<file path="src/rtl/pkg_dtypes.sv">
`default_nettype none
// ============================================================================
//  Package     : pkg_dtypes
//  Description : Shared exec-unit / interconnect data types, including the
//                entry layout of the icon result-broadcast buffer.
//  Revision    : 1.0 - initial release
// ============================================================================
package pkg_dtypes;

    // Number of icon interfaces (exec units) on the interconnect
    localparam int TOT_NUM_ICON_INTERFACES = 2;

    typedef logic [7:0]  type_exec_unit_addr;
    typedef logic [31:0] type_exec_unit_data;

    // Exec-unit receivers plus the store buffer and the mxreg receivers
    localparam int ICON_BCAST_NUM_RECEIVERS = TOT_NUM_ICON_INTERFACES + 2;

    typedef struct packed {
        type_exec_unit_addr                    src_addr;
        type_exec_unit_data                    data;
        logic [ICON_BCAST_NUM_RECEIVERS-1:0]   receivers;
    } type_icon_bcast_entry;

endpackage
`default_nettype wire

</file>
<file path="src/rtl/icon_bcast_ring.sv">
`default_nettype none
// ============================================================================
//  Module      : icon_bcast_ring
//  Description : DEPTH-entry circular storage for the broadcast buffer.
//                Holds packed entries, read/write pointers that wrap at
//                DEPTH-1 (DEPTH need not be a power of two) and an
//                occupancy counter. Push/pop qualification is the caller's.
//  Revision    : 1.0 - initial release
// ============================================================================
module icon_bcast_ring #(
    parameter int DEPTH   = 4,
    parameter int CNT_W   = $clog2(DEPTH + 1),
    parameter int ENTRY_W = 44
) (
    input  logic                clk,
    input  logic                rst,
    input  logic                flush,
    input  logic                push,
    input  logic                pop,
    input  logic [ENTRY_W-1:0]  push_entry,
    output logic [ENTRY_W-1:0]  head_entry,
    output logic [CNT_W-1:0]    count,
    output logic                empty,
    output logic                full
);
    import pkg_dtypes::*;

    localparam int PTR_W = $clog2(DEPTH);
    localparam logic [PTR_W-1:0] c_last = PTR_W'(DEPTH - 1);

    logic [ENTRY_W-1:0] mem [DEPTH];
    logic [PTR_W-1:0]   wr_ptr;
    logic [PTR_W-1:0]   rd_ptr;

    assign head_entry = mem[rd_ptr];
    assign empty      = (count == '0);
    assign full       = (count == CNT_W'(DEPTH));

    // Entry storage: written at wr_ptr on every accepted push
    always_ff @(posedge clk) begin
        if (push) begin
            mem[wr_ptr] <= push_entry;
        end
    end

    // Pointer and occupancy update; flush behaves like reset on the state
    always_ff @(posedge clk) begin
        if (rst || flush) begin
            wr_ptr <= '0;
            rd_ptr <= '0;
            count  <= '0;
        end else begin
            if (push) begin
                wr_ptr <= (wr_ptr == c_last) ? '0 : wr_ptr + PTR_W'(1);
            end
            if (pop) begin
                rd_ptr <= (rd_ptr == c_last) ? '0 : rd_ptr + PTR_W'(1);
            end
            case ({push, pop})
                2'b10:   count <= count + CNT_W'(1);
                2'b01:   count <= count - CNT_W'(1);
                default: count <= count;
            endcase
        end
    end

endmodule
`default_nettype wire

</file>
<file path="src/rtl/icon_bcast_buffer.sv">
`default_nettype none
// ============================================================================
//  Module      : icon_bcast_buffer
//  Description : Result-broadcast buffer between an exec unit ALU and the
//                interconnect. Queues results with a receiver list, presents
//                the head as a broadcast channel, accumulates per-receiver
//                success over any number of cycles and retires the head once
//                every targeted receiver has taken it.
//  Options     : ICON_BCAST_BUFFER_BYPASS_EN - zero-latency path from the
//                push inputs to the channel when the buffer is empty.
//  Revision    : 1.0 - initial release
// ============================================================================
module icon_bcast_buffer
    import pkg_dtypes::*;
#(
    parameter int DEPTH         = 4,
    parameter int NUM_RECEIVERS = pkg_dtypes::TOT_NUM_ICON_INTERFACES + 2,
    parameter int CNT_W         = $clog2(DEPTH + 1)
) (
    input  logic                              i_clk,
    input  logic                              i_reset,
    input  logic                              i_flush,
    input  logic                              i_push_valid,
    output logic                              o_push_ready,
    input  logic [$bits(type_exec_unit_addr)-1:0] i_push_addr,
    input  logic [$bits(type_exec_unit_data)-1:0] i_push_data,
    input  logic [NUM_RECEIVERS-1:0]          i_push_receivers,
    output logic                              o_ch_valid,
    output logic [$bits(type_exec_unit_addr)-1:0] o_ch_src_addr,
    output logic [$bits(type_exec_unit_data)-1:0] o_ch_data,
    output logic [NUM_RECEIVERS-1:0]          o_ch_pending,
    input  logic [NUM_RECEIVERS-1:0]          i_ch_success,
    output logic                              o_retire,
    output logic [CNT_W-1:0]                  o_count,
    output logic                              o_empty,
    output logic                              o_full
);

    localparam int ADDR_W  = $bits(type_exec_unit_addr);
    localparam int DATA_W  = $bits(type_exec_unit_data);
    localparam int ENTRY_W = ADDR_W + DATA_W + NUM_RECEIVERS;

    logic [ENTRY_W-1:0]       head_entry;
    logic [ADDR_W-1:0]        head_addr;
    logic [DATA_W-1:0]        head_data;
    logic [NUM_RECEIVERS-1:0] head_rcv;
    logic [NUM_RECEIVERS-1:0] cur_rcv;
    logic [NUM_RECEIVERS-1:0] acc_mask;
    logic                     empty;
    logic                     full;
    logic                     push_fire;
    logic                     bypass;
    logic                     ch_valid;
    logic                     done;
    logic                     ring_push;
    logic                     ring_pop;

    assign {head_addr, head_data, head_rcv} = head_entry;

    // No pass-through when full: a same-cycle retire does not free a slot
    assign o_push_ready = !full && !i_flush;
    assign push_fire    = i_push_valid && o_push_ready && !i_reset;

`ifdef ICON_BCAST_BUFFER_BYPASS_EN
    assign bypass = empty && push_fire;
`else
    assign bypass = 1'b0;
`endif

    assign ch_valid = !empty || bypass;

    // Channel source select: push inputs when bypassing, else the ring head
    always_comb begin
        o_ch_src_addr = '0;
        o_ch_data     = '0;
        cur_rcv       = '0;
        if (bypass) begin
            o_ch_src_addr = i_push_addr;
            o_ch_data     = i_push_data;
            cur_rcv       = i_push_receivers;
        end else if (!empty) begin
            o_ch_src_addr = head_addr;
            o_ch_data     = head_data;
            cur_rcv       = head_rcv;
        end
    end

    // acc_mask is always zero while empty, so bypass needs no special case
    assign o_ch_valid   = ch_valid;
    assign o_ch_pending = cur_rcv & ~acc_mask;
    assign done         = ch_valid && ((o_ch_pending & ~i_ch_success) == '0);
    assign o_retire     = done && !i_flush && !i_reset;

    // A fully-acknowledged bypassed entry never enters the ring
    assign ring_push = push_fire && !(bypass && done);
    assign ring_pop  = o_retire && !bypass;

    // Accumulate successes of still-pending receivers; clear on retire
    always_ff @(posedge i_clk) begin
        if (i_reset || i_flush) begin
            acc_mask <= '0;
        end else if (done) begin
            acc_mask <= '0;
        end else begin
            acc_mask <= acc_mask | (i_ch_success & o_ch_pending);
        end
    end

    icon_bcast_ring #(
        .DEPTH   (DEPTH),
        .CNT_W   (CNT_W),
        .ENTRY_W (ENTRY_W)
    ) u_ring (
        .clk        (i_clk),
        .rst        (i_reset),
        .flush      (i_flush),
        .push       (ring_push),
        .pop        (ring_pop),
        .push_entry ({i_push_addr, i_push_data, i_push_receivers}),
        .head_entry (head_entry),
        .count      (o_count),
        .empty      (empty),
        .full       (full)
    );

    assign o_empty = empty;
    assign o_full  = full;

endmodule
`default_nettype wire

</file>
<file path="config.mk">
export PLATFORM = sky130hd
export DESIGN_NAME = icon_bcast_buffer
export DESIGN_NICKNAME = d
export VERILOG_FILES = /design/src/rtl/pkg_dtypes.sv /design/src/rtl/icon_bcast_ring.sv /design/src/rtl/icon_bcast_buffer.sv
export SDC_FILE = /design/constraint.sdc
export NUM_CORES = 1
export LEC_CHECK = 0
export CAP_MARGIN = 10
export CORE_ASPECT_RATIO = 0.7
export CORE_MARGIN = 2
export CORE_UTILIZATION = 40
export CTS_CLUSTER_SIZE = 40
export DETAILED_ROUTE_END_ITERATION = 10
export HOLD_SLACK_MARGIN = 0.05
export PLACE_DENSITY = 0.68
export SETUP_SLACK_MARGIN = 0.02
export SLEW_MARGIN = 20
export SYNTH_ARGS = -nofsm -noshare
export SYNTH_HDL_FRONTEND = slang
export SYNTH_SLANG_ARGS = --single-unit
</file>
<file path="constraint.sdc">
create_clock -name i_clk -period 4.04 [get_ports i_clk]
set_input_delay 0.808 -clock i_clk [delete_from_list [all_inputs] [get_ports i_clk]]
set_output_delay 0.808 -clock i_clk [all_outputs]
set_load 0.02 [all_outputs]
</file>
## Word level (Yosys, flattened, before mapping)

Memory sizes are Yosys's and may differ from the RTL's. A register that Yosys moved wholly into a read port is not among the register bits.
Index checks and enable logic that the tools add are counted.

- Flip-flop bits (word level): 11
- Memory bits (writable): 176
- Input port bits: 52
- Output and inout port bits: 52
- Logic and storage cells: 45
- Memories: 1

- Add/sub/neg operators: 4
- Equality and inequality tests: 5
- Multiplexer cells: 10
- Bitwise gates (word level): 6
- Reduce and logical (&&, ||, !) cells: 15

Memory list:

| memory | depth | bits a word | read ports | clocked after Yosys merged registers in | write ports | line | source |
|---|---|---|---|---|---|---|---|
| u_ring.mem | 4 | 44 | 1 | 1 | 1 | icon_bcast_ring.sv:31 | `logic [ENTRY_W-1:0] mem [DEPTH];` |

Operator list:

| cell | count |
|---|---|
| $mux W32 | 1 |
| $and A4 B4 Y4 | 3 |
| $mux W2 | 4 |
| $mux W8 | 1 |
| $not A4 Y4 | 2 |
| $eq A2 B2 Y1 const B | 3 |
| $logic_and A1 B1 Y1 | 6 |
| $pmux W3 S2 | 1 |
| $add A2 B1 Y2 const B | 2 |
| $logic_not A1 Y1 | 4 |
| $logic_not A4 Y1 | 1 |
| $mux W4 | 1 |
| $or A4 B4 Y4 | 1 |
| $add A3 B1 Y3 const B | 1 |
| $eq A3 B3 Y1 const B | 1 |
| $logic_not A3 Y1 | 1 |
| $sub A3 B1 Y3 const B | 1 |
| $eq A2 B1 Y1 const B | 1 |
| $mux W1 | 2 |
| $reduce_bool A2 Y1 | 1 |
| $reduce_or A2 Y1 | 1 |
| $logic_or A1 B1 Y1 | 1 |

## Longest topological paths before layout

- Word-level depth: 10
- Mapped depth: 11
- Gate-level depth less buffers: 11

## Cells and area by module

From an unflattened synthesis, not the netlist that was laid out.

- Cell total of the unflattened synthesis: 356
- Area total of the unflattened synthesis: 7403.4 um^2

Modules (own cells, without submodules):

| module | instances | cells each | area an instance (um^2) | sequential area each (um^2) |
|---|---|---|---|---|
| icon_bcast_ring | 1 | 280 | 6865.3 | 5465.2 |
| icon_bcast_buffer | 1 | 76 | 538.0 | 80.1 |

## Worst setup path before layout

OpenSTA, ideal clock, no wires.

- Kind: register -> register
- Start: register u_ring.count[0]
- End: register u_ring.count[2]
- Setup time: 0.070 ns
- Data arrival time: 3.160 ns
- Data required time: 3.970 ns
- Path slack: 0.810 ns
- Cell stages (with the launch flop): 12
- Path buffers: 0
- Clock period less this slack: 3.230 ns
- Cell sequence: dfxtp_1 > or3_1 > inv_1 > nor3b_4 > a2111oi_4 > and2_1 > ha_1 > inv_1 > fa_1 > xor2_1 > or3_1 > a21oi_1

- Longest elaborated chain between the ends: 10
- Elaborated cells on any way between the ends: 20
- Those cells by class: 2 x add/sub; 3 x eq/ne; 2 x mux; 2 x bitwise; 11 x reduce/logical

Ends and longest elaborated chain:

| what | line | source |
|---|---|---|
| from (decl) | icon_bcast_ring.sv:22 | `output logic [CNT_W-1:0] count,` |
| from (signal assigned) | icon_bcast_ring.sv:60 | `2'b10: count <= count + CNT_W'(1);` |
| from (signal assigned) | icon_bcast_ring.sv:61 | `2'b01: count <= count - CNT_W'(1);` |
| from (signal assigned) | icon_bcast_ring.sv:62 | `default: count <= count;` |
| $logic_not A3 Y1 (*) | icon_bcast_ring.sv:36 | `assign empty = (count == '0);` |
| net o_empty | icon_bcast_buffer.sv:35 | `output logic o_empty,` |
| $mux W4 (*) | icon_bcast_buffer.sv:81 | `end else if (!empty) begin` |
| $and A4 B4 Y4 (*) | icon_bcast_buffer.sv:90 | `assign o_ch_pending = cur_rcv & ~acc_mask;` |
| net o_ch_pending[1] | icon_bcast_buffer.sv:31 | `output logic [NUM_RECEIVERS-1:0] o_ch_pending,` |
| $and A4 B4 Y4 (*) | icon_bcast_buffer.sv:91 | `assign done = ch_valid && ((o_ch_pending & ~i_ch_success) == '0);` |
| $logic_not A4 Y1 (*) | icon_bcast_buffer.sv:91 |  |
| $logic_and A1 B1 Y1 (*) | icon_bcast_buffer.sv:91 |  |
| $logic_and A1 B1 Y1 (*) (2 in a row) | icon_bcast_buffer.sv:92 | `assign o_retire = done && !i_flush && !i_reset;` |
| net o_retire | icon_bcast_buffer.sv:33 | `output logic o_retire,` |
| $eq A2 B1 Y1 or $eq A2 B2 Y1 (tied branches) | icon_bcast_ring.sv:59 | `case ({push, pop})` |
| $pmux W3 S2 or $reduce_bool A2 Y1 (tied branches) | -- |  |

Mark *: on every way through the listed nets, which the timed path passes. The rest lies on a longest branch.
A chain may end at the register's enable or synchronous reset.

==> qor.txt <==
Outcome = complete, no violations
Avg Cell Area, Syn = 20.2 um2
Port Buf Inserts = 103
Resized Gates After CTS = 0
Starting density of the core = 0.409
Largest cells by area after synthesis = edfxtp_1, mux4_2, and2_1, dfxtp_1, ha_1
Die height = 118 um
Vias/cell = 5.12
Num CTS Buffers = 17
Largest area contributor in the netlist = edfxtp_1
Worst slew margin = 0.510
Total Neg Setup Slack = 0 ps
Critical Path AT = 2990 ps
Hold Fails Final Rpt = 0
Worst-Skew Late Latency = 430 ps
Setup Skew = 12.6 ps
Sequential share of the synthesized area = 0.753
Share of the synthesized area in the top cell type = 0.717
CP Max Fanout = 11
Die area = 0.0195 mm2
DRT antenna net count = 0
Hold Crit Class = reg2reg
Power Dens Cells = 424 mW/mm2
Post-CTS setup buffer count = 0
Post-synth ARST share = 0
Initial antenna violation count = 0
NumNets Final = 538
GRT overflow = 0
HPWL after DPL = 8.59 mm
Num Clock Sinks = 189
First-pass GRT wire length = 22.0 mm
Post-Syn Nets = 423
Slew @ Worst Pin = 735 ps
Top_reg_cell synth = edfxtp_1
Unique masters post-synth = 34
Final worst-path cycle share = 0.941
Crit path time final = 3800 ps
Vias = 3726
1st-iter DRT viols = 205
Drc violations = 0
Reg clk slew, reported paths = 70 ps
Share of cells above drive strength 1 = 0.187
Routed wire per std cell = 19.1 um
Yosys warns = 0
CTS max path bufs = 2
Slowest cell delay on critical path = 620 ps
Pwr Total = 0.00395 W
Path type of the worst setup path = reg2out
Core region area = 0.0180 mm2
Htree depth = 4
Synth-to-Final Area Change = 26.6%
Post-layout util = 0.518
Worst vdd ir = 0.000246 V
Wirelength, routed = 13.9 mm
Gate Count Post-Synth = 364
Row count = 41
Total GRT Usage = 0.150
Yosys reg bits = 189
EDFF count, synth = 176
Achievable Freq = 263 MHz
# setup viols final = 0
Die Span X = 166 um
Vias in the first global route = 4046
CP max stage cell = clkdlybuf4s50_1
RSZ-0062 raised after global routing = no
I/O pins = 104
Setup crit start kind = flip-flop
Final Wtd Congestion = 0.738
Filler cell count = 1448
Worst endpoint required time = 3230 ps
Max Cap Viol = 0
Clk root buf = clkbuf_16
Most frequent cell after synthesis = edfxtp_1
Top cells by count, synth = edfxtp_1, and2_1, mux4_2
P_leak = 2.93 nW
Critical path, cell by cell = mux4_2 > a22o_1 > a2111oi_4 > and2_1 > clkdlybuf4s50_1
Pre-Repair DR Iteration Count = 4
Largest net degree at the start of global routing = 48
TritonCTS clock tree = built
Synth Cell Area = 0.00737 mm2
Ant. Diodes = 0
CTS Hold Bufs = 0
Slew Limit Fails = 0
Crit end category = output port
## placed cells by master, fill, tap and decap left out, types with 2 or more instances in the layout
cell and n:
mux4_2 42, and2_1 41, clkbuf_16 17, or3_1 3
buf_12 4, a21oi_1 3, dfxtp_1 11, xor2_1 2
and4b_1 2, mux2i_1 5, inv_1 8, or2_2 3
bufinv_16 3, mux2_2 2, nand2_1 6, a41oi_1 2
clkinvlp_4 2, ha_1 6, and2_2 4, clkinv_1 4
o31ai_1 2, nor2_1 10, buf_4 5, edfxtp_1 176
or3b_2 2, nor3_1 5, clkinv_2 2, clkdlybuf4s50_1 103
clkbuf_1 2
## power by group
part / internal, W / switching [W] / total [W]
logic: 0.0000838 / 0.0000711 / 0.000155
registers: 0.00216 / 0.00000566 / 0.00216
clock network: 0.000965 / 0.000668 / 0.00163
## flip-flops by register name, summed over array words and instances (netlist names), named ones only
register and count:
u_ring.wr_ptr 2, u_ring.mem 176, acc_mask 4, u_ring.rd_ptr 2
u_ring.count 3
## per-stage QoR
step                instances  cell area [um2]  setup WS [ps]  hold slack, ps
finish                    728             9330            237             490
global placement          696             8750            308             471
detailed placement        696             8750            289             481
CTS                       728             9330            193             488
floorplan                 364             7370            810             454
global route              728             9330           84.0             527
## cell families (layout without fill, tap and decap cells)
group                      count (synthesis)  after routing  share of synthesized area
DFF                                      189            189                      0.753
and+or+nand+nor                           80             80                     0.0650
muxes                                     49             49                      0.138
buffers and inverters                     24            152                     0.0139
AOI/OAI and AO/OA                         13             13                     0.0148
adders and majority gates                  7              7                     0.0129
xor gates and xnor gates                   2              2                    0.00238
## per-layer routing
| layer | part of all wire | up-vias | GRT usage |
|---|---|---|---|
| met5 | 0 | - | 0 |
| met4 | 0.015 | 0 | 0.0511 |
| met3 | 0.066 | 16 | 0.0538 |
| met2 | 0.48 | 104 | 0.241 |
| met1 | 0.44 | 1927 | 0.191 |
| li1 | - | 1679 | - |
## worst max-delay path, delay by kind of cell, from the launching register on
kind                   cells  cell delay (ps)
AO/OA/AOI/OAI              2              690
buffers and inverters      1              620
multiplexers               1              560
flip-flops                 1              460
AND/OR/NAND/NOR            1              230
## final timing paths
| kind | from | endpoint | slack, ps | depth (start not counted) |
|---|---|---|---|---|
| max | flip-flop | o_retire | 240 | 5 |
| min | u_ring.rd_ptr[1] | flip-flop | 490 | 2 |
| max reg2reg | flip-flop | u_ring.count[2] | 780 | 10 |
| min reg2reg | u_ring.rd_ptr[1] | flip-flop | 490 | 2 |
## cell type report
class | count | area [um2] | share of cell area
inverter | 8 | 30.0 | 0.00322
multi-input combinational | 151 | 1720 | 0.185
clock buffer | 19 | 433 | 0.0464
sequential | 189 | 5550 | 0.595
tap | 236 | 295 | 0.0317
timing repair buffer | 112 | 1150 | 0.123
clock inverter | 13 | 148 | 0.0158
Power figures use the tool's default switching activity.
==> variant 1: new RTL, same flow settings <==
Build with the macro `ICON_BCAST_BUFFER_BYPASS_EN` defined.
--- a/src/rtl/icon_bcast_buffer.sv
+++ b/src/rtl/icon_bcast_buffer.sv
@@ -12,2 +12,4 @@
 // ============================================================================
+`define ICON_BCAST_BUFFER_BYPASS_EN
+
 module icon_bcast_buffer
Behaviour: not the same (a bounded check fails within 4 cycles, from zero or initial values).
==> variant 1 against the unedited design <==
- wire length grew 9.8%
- final area rose by 2.7%
- area after synthesis grew 2.6%
- sequential cell count stayed put
- non-clock buffer count up 11
- synthesized cell count up 4.7%
- global-route usage is 0.74 points higher
- clock skew decreased by 0.0035 ns
- total power up 4.5%
- worst setup slack lost 0.094 ns
- largest cell class unchanged
==> variant 1: results (changes against the unedited design) <==
| Metric | Value |
|---|---|
| Outcome | finished clean (unchanged) |
| Post-synth EDFFs | 176 (unchanged) |
| Hold path depth | 2 (unchanged) |
| DRC violations left | 0 (unchanged) |
| H-tree depth | 4 (unchanged) |
| Overall Global Routing Usage | 15.8% (was 15.0%) |
| Critical Path Start | i_flush |
| CTS root buf | clkbuf_16 (unchanged) |
| Dpl hpwl | 9310 µm (was 8590 µm) |
| Slew margin rel. | 53.3% (was 51.0%) |
| Clock Latency Late Sink | 0.42 ns |
| FF-to-FF path depth | 12 (was 10) |
| Clock buffer depth | 2 (unchanged) |
| FILL cells | 1530 (was 1448) |
| Worst-path clk slew | 0.06 ns |
| Pin count of the biggest net entering global routing | 45 (was 48) |
| Worst ir drop on vdd | 252 µV (was 246 µV) |
| Fraction of layout cells with a size suffix above 1 | 21.2% (was 18.7%) |
| GP Congestion | 0.786 (was 0.738) |
| Syn. warnings | 0 (unchanged) |
| Crit-path leading delay family | buffers and inverters (was compound AO/OA/AOI/OAI gates) |
| Synth cell count leaders | edfxtp_1 (176), mux4_2 (44), a22o_1 (43) (was edfxtp_1 (176), and2_1 (45), mux4_2 (42)) |
| Arr. time, crit path | 3.09 ns (was 2.99 ns) |
| Sequential-to-total area share from yosys stat | 73.4% (was 75.3%) |
| HP Class | reg -> reg (unchanged) |
| Synth Net Count | 440 (was 423) |
| Fin crit period | 3.90 ns (was 3.80 ns) |
| Largest cells by area after synthesis | edfxtp_1 (70%), mux4_2 (13%), a22o_1 (5.0%) (was edfxtp_1 (72%), mux4_2 (13%), and2_1 (3.8%)) |
| Layout Nets | 561 (was 538) |
| DRT Pass-1 Iters | 5 (was 4) |
| Clk_skew | 0.00905 ns (was 0.0126 ns) |
| R2r startpoint | u_ring.count[0] |
| Dpl ws | 0.0993 ns (was 0.289 ns) |
| Critical Path Fanout Max | 31 (was 11) |
| Reg2Reg Setup Slack | 0.80 ns (was 0.78 ns) |
| Drt first-iter violations | 233 (was 205) |
| CTS buffer count | 17 (unchanged) |
| Vias per inst | 5.39 (was 5.12) |
| Number of global-route vias before repair | 4143 (was 4046) |
| Drt wl/cell | 20.3 µm (was 19.1 µm) |
| Worst Setup EP | o_ch_src_addr[2] (was o_retire) |
| Global-route wire length before repair | 23600 µm (was 22000 µm) |
| Leakage power | 0.00307 µW (was 0.00293 µW) |
| Synth unique cells | 36 (was 34) |
| Initial antenna violation count | 0 (unchanged) |
[variant 1: changes by cell type after synthesis, moves of 3 or more]
cell,unedited run,this run
nor2b_1,0,4
mux2i_1,5,1
nor2_1,10,13
a21oi_1,3,7
and2_1,45,6
a22o_1,1,43
clkbuf_1,8,11
[variant 1: metal layers]
layer / GRT usage (%) / part of all wire [%] / wire length (µm)
met1: 21.3 / 46 / 7050
met4: 4.31 / 0.69 / 106
met5: 0 / 0 / 0
met3: 4.02 / 4.7 / 717
met2: 25.6 / 49 / 7430
[variant 1: kinds of logic after synthesis]
logic type | after synthesis | share of synthesized area (%)
DFF | 189 | 73.4
AOI/OAI and AO/OA | 61 | 6.67
muxes | 46 | 13.4
and+or+nand+nor | 46 | 3.29
buffers and inverters | 30 | 1.75
adders and majority gates | 7 | 1.26
xor gates and xnor gates | 2 | 0.232
[variant 1: how the worst min path moves through the flow]
stage                     start          endpoint  slack (ns)
6_report       u_ring.rd_ptr[0]         flip-flop        0.52
4_1_cts        u_ring.rd_ptr[0]         flip-flop        0.52
3_5_place_dp   u_ring.rd_ptr[0]         flip-flop        0.50
3_3_place_gp   u_ring.rd_ptr[0]         flip-flop        0.49
5_1_grt             acc_mask[0]       acc_mask[0]        0.56
2_1_floorplan  u_ring.wr_ptr[0]  u_ring.wr_ptr[0]        0.48
[variant 1: layout make-up]
type / count / area, µm² / share of cell area, %
inverters: 9 / 33.8 / 0.353
flip-flops and latches: 189 / 5550 / 58.0
repair buffers: 123 / 1200 / 12.5
well taps: 242 / 303 / 3.16
clock inverters: 12 / 164 / 1.71
multi-input cells: 162 / 1900 / 19.8
clock buffers: 18 / 429 / 4.48
[variant 1: power breakdown]
part           internal [µW]  switching, µW  total, µW
Sequential              2160           8.05       2170
Clock                    976            705       1680
Combinational            142            137        279
[variant 1: metrics by stage]
step                      area [µm²]  utilization, %  total power [µW]  cells  hold WS, ns
after global routing            9580            51.2              4260    755        0.559
after CTS                       9570            51.2              4170    755        0.521
after detailed placement        8980            48.0              2490    725        0.497
after global placement          8980            48.0              2490    725        0.486
final                           9580            51.2              4130    755        0.521
after floorplan                 7560               -              2340    381        0.476
[variant 1: worst min-delay path: cells and delay by family (launching register included)]
family / cells / cell delay [ns]
compound gates: 2 / 0.15
flops: 1 / 0.32
==> variant 2: new RTL, config.mk and constraints unchanged <==
Without the edit above. Put a register stage on the output `o_count`. The value now appears one clock later. The other outputs are not delayed to match.
--- a/src/rtl/icon_bcast_buffer.sv
+++ b/src/rtl/icon_bcast_buffer.sv
@@ -41,2 +41,4 @@
     localparam int ENTRY_W = ADDR_W + DATA_W + NUM_RECEIVERS;
+
+    logic [CNT_W-1:0] o_count_d;
 
@@ -120,3 +122,3 @@
         .head_entry (head_entry),
-        .count      (o_count),
+        .count      (o_count_d),
         .empty      (empty),
@@ -128,2 +130,6 @@
 
+    always_ff @(posedge i_clk) begin
+        o_count <= o_count_d;
+    end
+
 endmodule
Function: changed (Yosys sat finds a counterexample within 4 cycles, from zero or initial values).
==> variant 2 against the unedited design <==
- sequential cell count up 3
- non-clock buffer count unchanged
- core utilization fell by 0.22 points
- final area up 0.13%
- worst setup slack worse by 0.042 ns
- first-iteration DRC count increased by 18%
- clock skew down 0.0046 ns
- total power down 2.2%
- count of clock-buffer cells in the layout up 2
- largest cell class unchanged
- wire length is 1.4% higher
- critical endpoint unchanged
- highest routed layer unchanged
- area after synthesis increased by 0.82%
- sequential share of layout area up 0.56 points
==> variant 2: results (changes against the unedited design) <==
| Metric | Value |
|---|---|
| M1 GR Usage | 20.0% (was 19.1%) |
| Worst ir drop on vdd | 266 µV (was 246 µV) |
| Drt first-iter violations | 241 (was 205) |
| Sw frac | 19.4% (was 18.8%) |
| Reg2Reg Setup Slack | 0.73 ns (was 0.78 ns) |
| Fraction of layout cells with a size suffix above 1 | 18.8% (was 18.7%) |
| Clk_skew | 0.00797 ns (was 0.0126 ns) |
| Slew margin rel. | 62.1% (was 51.0%) |
| Worst Path Class, Setup | reg -> out (unchanged) |
| Footprint of the multi-input gates | 1730 µm² (was 1720 µm²) |
| Vias per inst | 5.09 (was 5.12) |
| Global-route wire length before repair | 21700 µm (was 22000 µm) |
| Clk cell area share | 5.69% (was 6.22%) |
| Biggest regs | u_ring.mem (176), acc_mask (4) (was u_ring.mem (176), acc_mask (4), u_ring.count (3)) |
| Layout Nets | 541 (was 538) |
| Area after DPL | 8810 µm² (was 8750 µm²) |
| Routed met2 length | 6720 µm (was 6690 µm) |
| Met3 routed WL | 903 µm (was 922 µm) |
| FILL cells | 1433 (was 1448) |
| Dpl hpwl | 8660 µm (was 8590 µm) |
| Num sequential | 192 (was 189) |
| Drt wl/cell | 19.3 µm (was 19.1 µm) |
| Reg-to-Reg End | u_ring.count[2] (unchanged) |
| FF/Latch Area | 5610 µm² (was 5550 µm²) |
| Buffer share of cell area | 12.3% (about the same) |
| Number of global-route vias before repair | 3869 (was 4046) |
| Largest cells by area after synthesis | edfxtp_1 (71%), mux4_2 (13%), dfxtp_1 (4.3%) (was edfxtp_1 (72%), mux4_2 (13%), and2_1 (3.8%)) |
| Leakage power | 0.00294 µW (was 0.00293 µW) |
| Critical Path Fanout Max | 14 (was 11) |
| Clock buffers | 21 (was 19) |
| Hold path depth | 0 (was 2) |
| Worst-path clk slew | 0.07 ns (about the same) |
| Synth cell count leaders | edfxtp_1 (176), and2_1 (45), mux4_2 (42) (unchanged) |
| Outcome | finished clean (unchanged) |
| Arr. time, crit path | 3.04 ns (was 2.99 ns) |
| DRT Pass-1 Iters | 4 (unchanged) |
| Overall Global Routing Usage | 14.8% (was 15.0%) |
| Synth top area share | 71.2% (was 71.7%) |
| Met1 wire length | 6390 µm (was 6100 µm) |
| Sequential-to-total area share from yosys stat | 75.5% (was 75.3%) |
| Synth Net Count | 426 (was 423) |
| Fraction of area in registers | 60.1% (was 59.5%) |
| GP Congestion | 0.743 (was 0.738) |
| Global routing met3 resource utilization | 4.71% (was 5.38%) |
-- variant 2: cell count changes after synthesis, sizes merged --
| cell | before | now |
|---|---|---|
| clkbuf | 8 | 10 |
| dfxtp | 13 | 16 |
| buf | 8 | 6 |
-- variant 2: worst max-delay path, cell delays in order (launching register included) --
cell and delay (ns):
dfxtp_4 0.51, mux4_2 0.59, a22o_1 0.29, a2111oi_4 0.38, and2_1 0.24, clkdlybuf4s50_1 0.61
-- variant 2: power by group through the flow --
stage	combinational (µW)	clock [µW]	sequential, µW
5_1_grt	169	1640	2190
2_1_floorplan	55.7	0	2240
4_1_cts	159	1560	2190
3_5_place_dp	158	0	2240
6_report	157	1520	2190
3_3_place_gp	152	0	2240
-- variant 2: logic make-up (layout without fill, tap and decap cells) --
logic type | count (synthesis) | after routing | share of synthesized area (%)
DFF | 192 | 192 | 75.5
AOI/OAI and AO/OA | 13 | 13 | 1.47
buffers and inverters | 24 | 152 | 1.38
and+or+nand+nor | 80 | 80 | 6.45
adders and majority gates | 7 | 7 | 1.28
muxes | 49 | 49 | 13.7
xor gates and xnor gates | 2 | 2 | 0.236
-- variant 2: how the worst min path moves through the flow --
stage / startpoint / to / slack [ns]
after global routing: u_ring.count[2] / o_count[2] / 0.40
after detailed placement: u_ring.count[2] / o_count[2] / 0.38
after floorplan: u_ring.count[2] / o_count[2] / 0.36
after global placement: u_ring.count[2] / o_count[2] / 0.37
final: u_ring.count[2] / o_count[2] / 0.39
after CTS: u_ring.count[2] / o_count[2] / 0.39
-- variant 2: per-stage QoR --
stage	std cells	setup slack, ns	utilization (%)	total power [µW]
floorplan	367	0.845	-	2290
global placement	699	0.322	48.6	2390
detailed placement	699	0.303	48.6	2400
CTS	731	0.145	51.6	3910
global route	731	0.0215	51.6	4000
finish	731	0.195	51.6	3870
